File: config.mk
export PLATFORM = sky130hd
export DESIGN_NAME = key_filter
export DESIGN_NICKNAME = d
export VERILOG_FILES = /design/src/rtl/key_filter.sv
export SDC_FILE = /design/constraint.sdc
export NUM_CORES = 1
export LEC_CHECK = 0
export ABC_AREA = 1
export CAP_MARGIN = 5
export CORE_UTILIZATION = 57
export CTS_CLUSTER_DIAMETER = 40
export DETAILED_ROUTE_END_ITERATION = 16
export PLACE_DENSITY_LB_ADDON = 0.12
export SLEW_MARGIN = 20
export SYNTH_ARGS = -nofsm -noshare
export SYNTH_HDL_FRONTEND = slang
export SYNTH_SLANG_ARGS = --single-unit
export TNS_END_PERCENT = 50
File: constraint.sdc
create_clock -name sys_clk -period 4.3 [get_ports sys_clk]
set_clock_uncertainty 0.1 [all_clocks]
set_input_delay 1.075 -clock sys_clk [delete_from_list [all_inputs] [get_ports sys_clk]]
set_output_delay 1.075 -clock sys_clk [all_outputs]
set_load 0.03 [all_outputs]
File: src/rtl/key_filter.sv
// Debouncer for one raw active-low push-button: 2-FF synchroniser, 4-state filter FSM
// and one shared counter, producing registered press/release/long-press pulses.
module key_filter #(
    parameter int unsigned CNT_MAX  = 999_999,
    parameter int unsigned LONG_MAX = 49_999_999
) (
    input  logic sys_clk,
    input  logic sys_rst,
    input  logic key_in,
    output logic key_flag,
    output logic key_rel_flag,
    output logic key_long_flag,
    output logic key_state
);

    localparam int unsigned CW = $clog2(LONG_MAX + 1);
    localparam logic [CW-1:0] CNT_END  = CW'(CNT_MAX);
    localparam logic [CW-1:0] LONG_END = CW'(LONG_MAX);

    typedef enum logic [1:0] {
        IDLE,
        FILT_DN,
        PRESSED,
        FILT_UP
    } state_t;

    logic [1:0]    sync_q, sync_d;
    state_t        state_q, state_d;
    logic [CW-1:0] cnt_q, cnt_d;
    logic          long_done_q, long_done_d;
    logic          key_flag_q, key_flag_d;
    logic          key_rel_flag_q, key_rel_flag_d;
    logic          key_long_flag_q, key_long_flag_d;
    logic          key_state_q, key_state_d;
    logic          key_sync;

    assign key_sync = sync_q[1];

    always_comb begin
        sync_d = {sync_q[0], key_in};
    end

    always_ff @(posedge sys_clk) begin
        if (sys_rst) begin
            sync_q <= '1;
        end else begin
            sync_q <= sync_d;
        end
    end

    always_ff @(posedge sys_clk) begin
        if (sys_rst) begin
            state_q         <= IDLE;
            cnt_q           <= '0;
            long_done_q     <= 1'b0;
            key_flag_q      <= 1'b0;
            key_rel_flag_q  <= 1'b0;
            key_long_flag_q <= 1'b0;
            key_state_q     <= 1'b1;
        end else begin
            state_q         <= state_d;
            cnt_q           <= cnt_d;
            long_done_q     <= long_done_d;
            key_flag_q      <= key_flag_d;
            key_rel_flag_q  <= key_rel_flag_d;
            key_long_flag_q <= key_long_flag_d;
            key_state_q     <= key_state_d;
        end
    end

    always_comb begin
        state_d         = state_q;
        cnt_d           = cnt_q;
        long_done_d     = long_done_q;
        key_flag_d      = 1'b0;
        key_rel_flag_d  = 1'b0;
        key_long_flag_d = 1'b0;
        key_state_d     = key_state_q;

        case (state_q)
            IDLE: begin
                cnt_d = '0;
                if (!key_sync) begin
                    state_d = FILT_DN;
                end
            end

            FILT_DN: begin
                if (key_sync) begin
                    state_d = IDLE;
                    cnt_d   = '0;
                end else if (cnt_q == CNT_END) begin
                    state_d     = PRESSED;
                    cnt_d       = '0;
                    long_done_d = 1'b0;
                    key_flag_d  = 1'b1;
                    key_state_d = 1'b0;
                end else begin
                    cnt_d = cnt_q + 1'b1;
                end
            end

            PRESSED: begin
                if (key_sync) begin
                    state_d = FILT_UP;
                    cnt_d   = '0;
                end else if (cnt_q == LONG_END) begin
                    // Counter parks at the threshold; long_done blocks a repeat pulse.
                    if (!long_done_q) begin
                        key_long_flag_d = 1'b1;
                        long_done_d     = 1'b1;
                    end
                end else begin
                    cnt_d = cnt_q + 1'b1;
                end
            end

            FILT_UP: begin
                if (!key_sync) begin
                    state_d = PRESSED;
                    cnt_d   = '0;
                end else if (cnt_q == CNT_END) begin
                    state_d        = IDLE;
                    cnt_d          = '0;
                    key_rel_flag_d = 1'b1;
                    key_state_d    = 1'b1;
                end else begin
                    cnt_d = cnt_q + 1'b1;
                end
            end

            default: begin
                state_d = IDLE;
                cnt_d   = '0;
            end
        endcase
    end

    assign key_flag      = key_flag_q;
    assign key_rel_flag  = key_rel_flag_q;
    assign key_long_flag = key_long_flag_q;
    assign key_state     = key_state_q;

endmodule

==> results of run 1 <==
cell usage in the layout (no fill, tap or decap), drive strengths merged, types with 5 or more instances in the layout:
cell type / synthesis / routed
nand2: 98 / 98
nor2: 63 / 63
inv: 58 / 58
nand3: 36 / 36
dfxtp: 35 / 35
nand4: 26 / 26
a21oi: 12 / 12
o21ai: 8 / 8
clkbuf: 2 / 7
clkdlybuf4s50: 0 / 6
xor2: 5 / 5
nor3: 5 / 5
per-layer routing:
layer  vias up  routed length (um)
met5         -                   0
met4         0                 134
li1       1188                   -
met2        57                2449
met3        12                 268
met1      1028                2542
worst max-delay path by stage:
stage	start	to	slack, ns	cells after the start
after global routing	key_state$_SDFFE_PP1P_	key_state	1.81	1
after detailed placement	sys_rst	cnt_q[16]$_SDFFE_PP0P_	1.67	7
after CTS	key_state$_SDFFE_PP1P_	key_state	1.83	1
final	key_state$_SDFFE_PP1P_	key_state	1.84	1
after floorplan	sys_rst	sync_q[0]$_SDFF_PP1_	2.54	2
after global placement	sys_rst	cnt_q[14]$_SDFFE_PP0P_	1.68	7
power groups by stage:
stage	clock network, uW	registers [uW]	logic, uW
after detailed placement	0	343	52.7
after CTS	257	336	53.1
after global routing	271	337	60.5
after global placement	0	343	51.1
final	256	336	53.2
after floorplan	0	339	43.8
final cells by class:
class                      instances  area [sq um]  share of cell area
clock inverter                     1         8.758            0.003588
tap                               48         60.06             0.02460
clock buffer                       7         86.33             0.03537
sequential                        35         700.7              0.2870
multi-input combinational        267          1300              0.5325
inverter                          58         217.7             0.08919
timing repair buffer               7         67.56             0.02768
logic make-up (layout without fill, tap and decap cells):
group           after synthesis  count (layout)  synth area share
simple gates                235             235            0.4830
compound gates               26              26           0.06949
flops                        35              35            0.3113
buf+inv                      64              73            0.1112
fa+ha+maj                     1               1          0.005558
xor+xnor                      5               5           0.01945
cell usage after synthesis, drive strengths merged, types with 4 or more instances:
cell type | number | area share
o21ai | 8 | 0.019
nand4 | 26 | 0.072
nand3 | 36 | 0.090
dfxtp | 35 | 0.31
inv | 58 | 0.097
nand2 | 98 | 0.17
buf | 4 | 0.011
nor3 | 5 | 0.016
a21oi | 12 | 0.027
xor2 | 5 | 0.019
nor2 | 63 | 0.12
registers in the layout, summed over array words and instances (netlist names), named ones only:
name	flops
cnt_q	26
key_flag	1
key_long_flag	1
key_rel_flag	1
key_state	1
long_done_q	1
state_q	1
sync_q	2
per-stage QoR:
step / power [uW] / cells / setup WS, ns / instance area (sq um)
2_1_floorplan: 383.1 / 366 / 2.543 / 2251
3_3_place_gp: 394.2 / 415 / 1.682 / 2346
3_5_place_dp: 396.1 / 415 / 1.669 / 2346
4_1_cts: 646.2 / 423 / 1.831 / 2441
5_1_grt: 668.4 / 423 / 1.807 / 2441
6_report: 644.9 / 423 / 1.836 / 2441
==> summary.md, run 1 <==
| Metric | Value |
|---|---|
| Status | `complete, no violations` |
| Mapped Cells | `366` |
| DIE AREA | `4204 sq um` |
| Hold Crit Depth | `1` |
| CP max stage delay | `approximately 0.67 ns` |
| Post-synth EDFFs | `0` |
| Synth unique cells | `33` |
| DRT antenna net count | `0` |
| Leakage | `0.001054 uW` |
| Die Span Y | `64.84 um` |
| Unrepaired setup endpoints after global routing | `false` |
| Hold endpoint | `sync_q[1]$_SDFF_PP1_` |
| Clk slew on worst S/H paths | `0.07 ns` |
| Worst-path cell chain | `clkdlybuf4s50_1` |
| Buf+Inv Stages, Crit Path | `1` |
| Layout filler cell count | `365` |
| Via count | `approximately 2300` |
| Largest net degree at the start of global routing | `20` |
| Clock latency on the worst-skew pair | `0.29 ns` |
| Critical Path Fanout Max | `2` |
| CTS buffer count | `5` |
| Critical Path End Type | `output port` |
| DRT Wirelength | `approximately 5400 um` |
| Final #Nets | `around 380` |
| Mapped Nets | `370` |
| Grt met1 use | `0.3654` |
| Number of synthesized register bits | `35` |
| Vias per inst | `5.402` |
| Synth Warn # | `0` |
| First-pass GRT wire length | `9204 um` |
| FP Rows | `22` |
| Antenna violations before repair | `0` |
| CP Class | `reg2out` |
| Min-Delay Path Class | `reg2reg` |
| Max_slew headroom | `0.6317` |
| Reg2reg start | `cnt_q[1]$_SDFFE_PP0P_` |
| Setup TNS | `0 ns` |
| Hold Buf Count CTS | `0` |
| Total iterations of the first detailed-routing run | `4` |
| Sequential share of the synthesized area | `0.3113` |
| Reg2reg end | `cnt_q[16]$_SDFFE_PP0P_` |
| Total gr overflow | `0` |
| Post-CTS setup repair buffer count | `0` |
| Hold Fails Final Rpt | `0` |
| Pint | `474.9 uW` |
| GP Congestion | `0.8980` |
| Slowest-stage cell, CP | `clkdlybuf4s50_1` |
| Sink Count | `35` |
| R2r setup slk | `between 2 and 2.5 ns` |
| CTS tree | `built` |
| P_sw | `169.9 uW` |
| Max_cap viols | `0` |
| Peak VDD IR | `193.8 uV` |
| Worst Tran Pin Value | `0.5519 ns` |
| Detailed placement HPWL | `around 4100 um` |
| Max clock buf depth | `2` |
| Met2 Resource Use GR | `0.4648` |
| DRT iter0 DRCs | `137` |
| Finished Core Util | `0.6569` |
| CP arrival | `1.29 ns` |
| Residual DRC count | `0` |
| Fraction of registers with async set/reset | `0` |
| Crit share post-route | `0.5730` |
| CP delay by family, top | `buffers and inverters` |
| Clk network pwr share | `0.396` |
| Synthesis-to-finish area growth | `8.449%` |
| N_diodes | `0` |
| Worst Path Required | `3.12 ns` |
| Core Region | `approximately 3700 sq um` |
| Share of layout cells above drive strength 1 | `0.08533` |
| Switching share of power | `0.2635` |
| Flop pwr share | `0.521` |
| Met3 Track Usage GR | `0.04930` |
| Global-route total usage across every layer | `0.2848` |
| Initial Util | `0.6057` |
| Cell Pwr Density | `roughly 260 nW/um^2` |
| Cell count of the worst reg-to-reg path | `12` |
| Fmax achieved | `405.9 MHz` |
| Slew Limit Fails | `0` |
| Vias in the first global route | `2122` |
| Comb pwr share | `0.083` |
| Die extent in x | `64.84 um` |
| IO Count | `7` |
| Startpoint of the worst hold path | `sync_q[0]$_SDFF_PP1_` |
| Endpoints failing setup | `0` |
| Post-Syn Area | `2251 sq um` |
| Minimum clock period after layout | `2.464 ns` |
| Post-CTS sizing | `0` |
| IO Port Bufs | `6` |
| Setup crit start kind | `register` |
| Top_reg_cell synth | `dfxtp_1` |
| H-tree depth | `2` |
| Most used routing layer | `met2` |
| Hold WS | `0.3202 ns` |
| Synthesized area per cell | `6.150 sq um` |
| Clock root buffer | `clkbuf_8` |
| Routed wire per std cell | `roughly 13 um` |
Note: power is estimated with default switching activity, not from simulation.
==> run 2, diff against run 1 <==
clock period = 2.3 ns   (was 4.3 ns; I/O delays follow)
==> run 2 against run 1 <==
  * Register-to-register slack worse by 1.9 ns
  * Non-clock buffer count rose by 3
  * Core utilization grew 0.34 points
  * Via count grew 2.8%
  * Largest power group unchanged
  * Clock power up 71%
  * Critical endpoint is now cnt_q[14]$_SDFFE_PP0P_
  * Global-route usage increased by 1.3 points
  * Hold slack worse by 0.0015 ns
  * First-iteration DRC count up 21%
  * Routed wire length is 1.9% higher
  * Critical path type is now reg2reg
  * Highest routed layer unchanged
==> summary.md, run 2 (same netlist as run 1, synthesis figures left out) <==
| Metric | Value |
|---|---|
| Clock latency on the worst-skew pair | `between 0.2 and 0.3 ns` |
| Min-Delay Path Class | `reg2reg` |
| Vias in the first global route | `2179` |
| Post-CTS setup repair buffer count | `0` |
| Post-CTS sizing | `0` |
| Slowest-stage cell, CP | `dfxtp_1` |
| Slew Limit Fails | `0` |
| Total iterations of the first detailed-routing run | `4` |
| Clk slew on worst S/H paths | `0.07 ns` |
| Worst Tran Pin Value | `0.5018 ns` |
| Antenna violations before repair | `0` |
| Multi-input logic area | `1300 sq um` |
| CP max stage delay | `0.37 ns` |
| CTS buffer count | `5` |
| Max_slew headroom | `0.6636` |
| Global-route total usage across every layer | `0.2976` |
| CP Class | `reg2reg` |
| Layout filler cell count | `approximately 360` |
| Residual DRC count | `0` |
| Sink Count | `35` |
| Hold Buf Count CTS | `0` |
| CP delay by family, top | `simple AND/OR/NAND/NOR gates` |
| Total gr overflow | `0` |
| N_diodes | `0` |
| Cell count of the worst reg-to-reg path | `12` |
| IO Port Bufs | `6` |
| Setup TNS | `0 ns` |
| Startpoint of the worst hold path | `long_done_q$_SDFFE_PP0P_` |
| Die extent in x | `64.84 um` |
| Peak VDD IR | `between 300 and 400 uV` |
| Initial Util | `0.6057` |
| Placed instance count | `approximately 420` |
| CP arrival | `about 2.1 ns` |
| Routed wire per std cell | `12.91 um` |
| H-tree depth | `2` |
| Cell Pwr Density | `about 480 nW/um^2` |
| Core Region | `~3700 sq um` |
| Register Area | `700.7 sq um` |
| Share of layout cells above drive strength 1 | `0.09259` |
| Final #Nets | `around 380` |
| Hold Fails Final Rpt | `0` |
| Top reg by flops | `cnt_q` |
| Max FFs per register | `26` |
| DIE AREA | `4204 sq um` |
| R2r setup slk | `0.32 ns` |
| IO Count | `7` |
| Buf+Inv Stages, Crit Path | `2` |
| Vias per inst | `5.514` |
| Largest net degree at the start of global routing | `20` |
| Status | `complete, no violations` |
| Pre-CTS setup slack | `0.3364 ns` |
| Critical Path Fanout Max | `15` |
| Commonest non-fill, non-tap cell in the layout | `nand2_1` |
| First-pass GRT wire length | `9563 um` |
| DRT antenna net count | `0` |
| Detailed placement HPWL | `4194 um` |
| Critical Path End Type | `register` |
| Via count | `2349` |
| GP Congestion | `0.9361` |
| Endpoints failing setup | `0` |
| Crit share post-route | `0.8614` |
| Non-Filler Instances | `between 400 and 500` |
| Worst Path Required | `2.39 ns` |
| Hold endpoint | `key_long_flag$_SDFF_PP0_` |
| Reg2reg end | `cnt_q[14]$_SDFFE_PP0P_` |
| Final setup slack of the worst path | `0.3189 ns` |
| Minimum clock period after layout | `just under 2 ns` |
| Unrepaired setup endpoints after global routing | `false` |
| Max clock buf depth | `2` |
| Worst setup path start | `cnt_q[0]$_SDFFE_PP0P_` |
| Commonest non-fill, non-tap cells in the layout | `nand2_1, nor2_1, inv_1, dfxtp_1, nand3_1` |
| Synthesis-to-finish area growth | `9.005%` |
| DRT Wirelength | `roughly 5500 um` |
| Reg2reg start | `cnt_q[0]$_SDFFE_PP0P_` |
| Top flop regs | `cnt_q: 26 flops, sync_q: 2 flops` |
| FP Rows | `22` |
| DRT iter0 DRCs | `166` |
| Max_cap viols | `0` |
| Worst-path cell chain | `ha_1 > nand2_2 > nor2_4 > nand3_1 > nor2_1 > nand2_1 > nand3_2 > nand3_4 > nand2_2 > inv_1 > nand2_1 > inv_1` |
| Setup crit start kind | `register` |
| Hold Crit Depth | `1` |
| Fmax achieved | `504.8 MHz` |
| Clock root buffer | `clkbuf_8` |
| CTS tree | `built` |
| Die Span Y | `64.84 um` |
| Leakage | `0.001061 uW` |
-- run 2: cell type report --
class                      instances  share of cell area
clock buffer                       6             0.02958
multi-input combinational        267              0.5298
tap                               48             0.02448
timing repair buffer              10             0.03672
clock inverter                     2            0.005099
sequential                        35              0.2856
inverter                          58             0.08873
-- run 2: report_power, final --
part           total [uW]  internal, uW  switching [uW]
Clock                 437           211             226
Sequential            626           615            10.6
Combinational         104          29.6            74.7
Total                1170           856             311
-- run 2: worst register-to-register path: cells and delay by family (launching register included) --
kind,cells,cell delay (ns)
adder cells (fa/ha/maj),1,0.22
buffers and inverters,2,0.09
flip-flops,1,0.37
AND/OR/NAND/NOR,9,1.10
-- run 2: worst max-delay path by stage --
stage / endpoint / slack (ns) / cells after the start
floorplan: cnt_q[15]$_SDFFE_PP0P_ / 0.63 / 11
global placement: cnt_q[16]$_SDFFE_PP0P_ / 0.42 / 12
detailed placement: cnt_q[16]$_SDFFE_PP0P_ / 0.34 / 12
CTS: key_state / 0.32 / 1
global route: cnt_q[16]$_SDFFE_PP0P_ / 0.12 / 12
finish: cnt_q[14]$_SDFFE_PP0P_ / 0.32 / 12
-- run 2: stage by stage --
step / total power (uW) / hold WS (ns) / instance area [sq um] / utilization
final: 1167 / 0.3188 / 2454 / 0.6603
after global routing: 1216 / 0.3460 / 2454 / 0.6603
after CTS: 1176 / 0.3182 / 2454 / 0.6603
after detailed placement: 742.5 / 0.3038 / 2369 / 0.6374
after global placement: 740.5 / 0.3031 / 2369 / 0.6374
after floorplan: 716.2 / 0.2895 / 2251 / -
-- run 2: routing by layer --
layer  wire length, um  global-route usage  vias up
met5                 0                   0        -
met4               135              0.1389        0
met3               381             0.06866       12
met2              2509              0.4792       86
met1              2472              0.3722     1054
li1                  -                   -     1197
==> run 3, diff against run 2 <==
CORE_UTILIZATION = 35   (was 57)
TNS_END_PERCENT = 1   (was 50)
==> run 3 against run 2 <==
  * Routed wire length up 8.0%
  * Critical path depth unchanged
  * Global-route usage down 9.5 points
  * Sequential power about the same
  * Clock power down 5.0%
  * Largest cell class unchanged
==> summary.md, run 3 (same netlist as run 1, synthesis figures left out) <==
| Metric | Value |
|---|---|
| Hold Crit Depth | `1` |
| Crit share post-route | `0.8623` |
| Hold WS | `a little over 0.3 ns` |
| Via count | `2316` |
| Vias per inst | `5.124` |
| Top reg by flops | `cnt_q` |
| Hold Fails Final Rpt | `0` |
| Residual DRC count | `0` |
| Die extent in x | `82.20 um` |
| Critical Path Fanout Max | `15` |
| Synthesis-to-finish area growth | `10.28%` |
| Worst setup path start | `cnt_q[1]$_SDFFE_PP0P_` |
| Startpoint of the worst hold path | `sync_q[0]$_SDFF_PP1_` |
| Finished Core Util | `0.4096` |
| Buf+Inv Stages, Crit Path | `2` |
| Vias in the first global route | `2163` |
| Critical Path End Type | `register` |
| Final instance area | `2482 sq um` |
| Setup TNS | `0 ns` |
| Max FFs per register | `26` |
| Placement Cell Area | `2410 sq um` |
| Hold endpoint | `sync_q[1]$_SDFF_PP1_` |
| Unrepaired setup endpoints after global routing | `false` |
| Endpoints failing setup | `0` |
| Largest net degree at the start of global routing | `20` |
| Clk slew on worst S/H paths | `roughly 0.07 ns` |
| Clock latency on the worst-skew pair | `0.29 ns` |
| Reg2reg end | `cnt_q[14]$_SDFFE_PP0P_` |
| Minimum clock period after layout | `1.983 ns` |
| Antenna violations before repair | `0` |
| Reg2reg start | `cnt_q[1]$_SDFFE_PP0P_` |
| Leakage | `0.001063 uW` |
| GP Congestion | `0.8727` |
| Total gr overflow | `0` |
| Final #Nets | `382` |
| Setup crit start kind | `register` |
| Slowest-stage cell, CP | `dfxtp_1` |
| Max clock buf depth | `2` |
| Hold Buf Count CTS | `0` |
| Commonest non-fill, non-tap cells in the layout | `nand2_1, nor2_1, inv_1, dfxtp_1, nand3_1` |
| IO Port Bufs | `6` |
| Min-Delay Path Class | `reg2reg` |
| Layout filler cell count | `about 670` |
| H-tree depth | `2` |
| DRT Wirelength | `between 5000 and 6000 um` |
| Global-route total usage across every layer | `0.2024` |
| Cell count of the worst reg-to-reg path | `12` |
| DIE AREA | `just under 7000 sq um` |
| Post-CTS sizing | `0` |
| FP Rows | `28` |
| R2r setup slk | `between 0.3 and 0.4 ns` |
| Cell Pwr Density | `463.9 nW/um^2` |
| Initial Util | `0.3714` |
| N_diodes | `0` |
| DRT iter0 DRCs | `188` |
| Peak VDD IR | `297.7 uV` |
| Routed wire per std cell | `13.14 um` |
| CP Class | `reg2reg` |
| Post-CTS setup repair buffer count | `0` |
| CP arrival | `2.07 ns` |
| Commonest non-fill, non-tap cell in the layout | `nand2_1` |
| Detailed placement HPWL | `4599 um` |
| Top flop regs | `cnt_q: 26 flops, sync_q: 2 flops` |
| Worst Path Required | `2.39 ns` |
| CP max stage delay | `0.38 ns` |
| Max_slew headroom | `0.6591` |
| Slew Limit Fails | `0` |
| Status | `complete, no violations` |
| IO Count | `7` |
| Total iterations of the first detailed-routing run | `4` |
| DRT antenna net count | `0` |
| Total Power | `1152 uW` |
| Max_cap viols | `0` |
| CTS buffer count | `5` |
| CP delay by family, top | `simple AND/OR/NAND/NOR gates` |
| Clock root buffer | `clkbuf_8` |
| Fmax achieved | `504.2 MHz` |
| Worst Tran Pin Value | `between 0.5 and 0.6 ns` |
| Core Region | `slightly above 6000 sq um` |
| Sink Count | `35` |
| Share of layout cells above drive strength 1 | `0.09019` |
| Die Span Y | `approximately 80 um` |
| Worst-path cell chain | `ha_1 > nand2_2 > nor2_4 > nand3_1 > nor2_1 > nand2_1 > nand3_2 > nand3_4 > nand2_2 > inv_1 > nand2_1 > inv_1` |
| First-pass GRT wire length | `10230 um` |
| CTS tree | `built` |
-- run 3: changes by cell type in the layout (fill, tap and decap cells not counted), sizes merged --
cell	delta
buf	+1
clkinvlp	-1
clkinv	-1
-- run 3: worst max-delay path by stage --
stage / endpoint / slack (ns) / depth (start not counted)
2_1_floorplan: cnt_q[15]$_SDFFE_PP0P_ / 0.63 / 11
3_3_place_gp: long_done_q$_SDFFE_PP0P_ / 0.37 / 5
3_5_place_dp: cnt_q[16]$_SDFFE_PP0P_ / 0.29 / 12
4_1_cts: cnt_q[14]$_SDFFE_PP0P_ / 0.28 / 12
5_1_grt: cnt_q[14]$_SDFFE_PP0P_ / 0.05 / 12
6_report: cnt_q[14]$_SDFFE_PP0P_ / 0.32 / 12
-- run 3: cell type report --
| cell class | instances | area, sq um | area share |
|---|---|---|---|
| Tap cell | 75 | 93.84 | 0.03780 |
| Inverter | 58 | 217.7 | 0.08770 |
| Clock buffer | 6 | 72.57 | 0.02923 |
| Multi-Input combinational cell | 267 | 1300 | 0.5237 |
| Sequential cell | 35 | 700.7 | 0.2823 |
| Timing Repair Buffer | 11 | 97.59 | 0.03931 |
-- run 3: routing by layer --
layer / part of all wire / track usage / up-vias
li1: - / - / 1200
met1: 0.50 / 0.2719 / 1067
met2: 0.46 / 0.3215 / 38
met3: 0.030 / 0.03626 / 11
met4: 0.016 / 0.07368 / 0
met5: 0 / 0 / -
-- run 3: power breakdown --
part           switching [uW]  total, uW  internal, uW
registers                10.3        626           615
clock network             213        415           202
logic                    78.0        111          32.6
total                     302       1150           850
-- run 3: through the flow --
step / std cells / setup WS, ns
detailed placement: 446 / 0.2933
global placement: 446 / 0.3747
CTS: 452 / 0.2818
finish: 452 / 0.3167
global route: 452 / 0.04981
floorplan: 366 / 0.6299
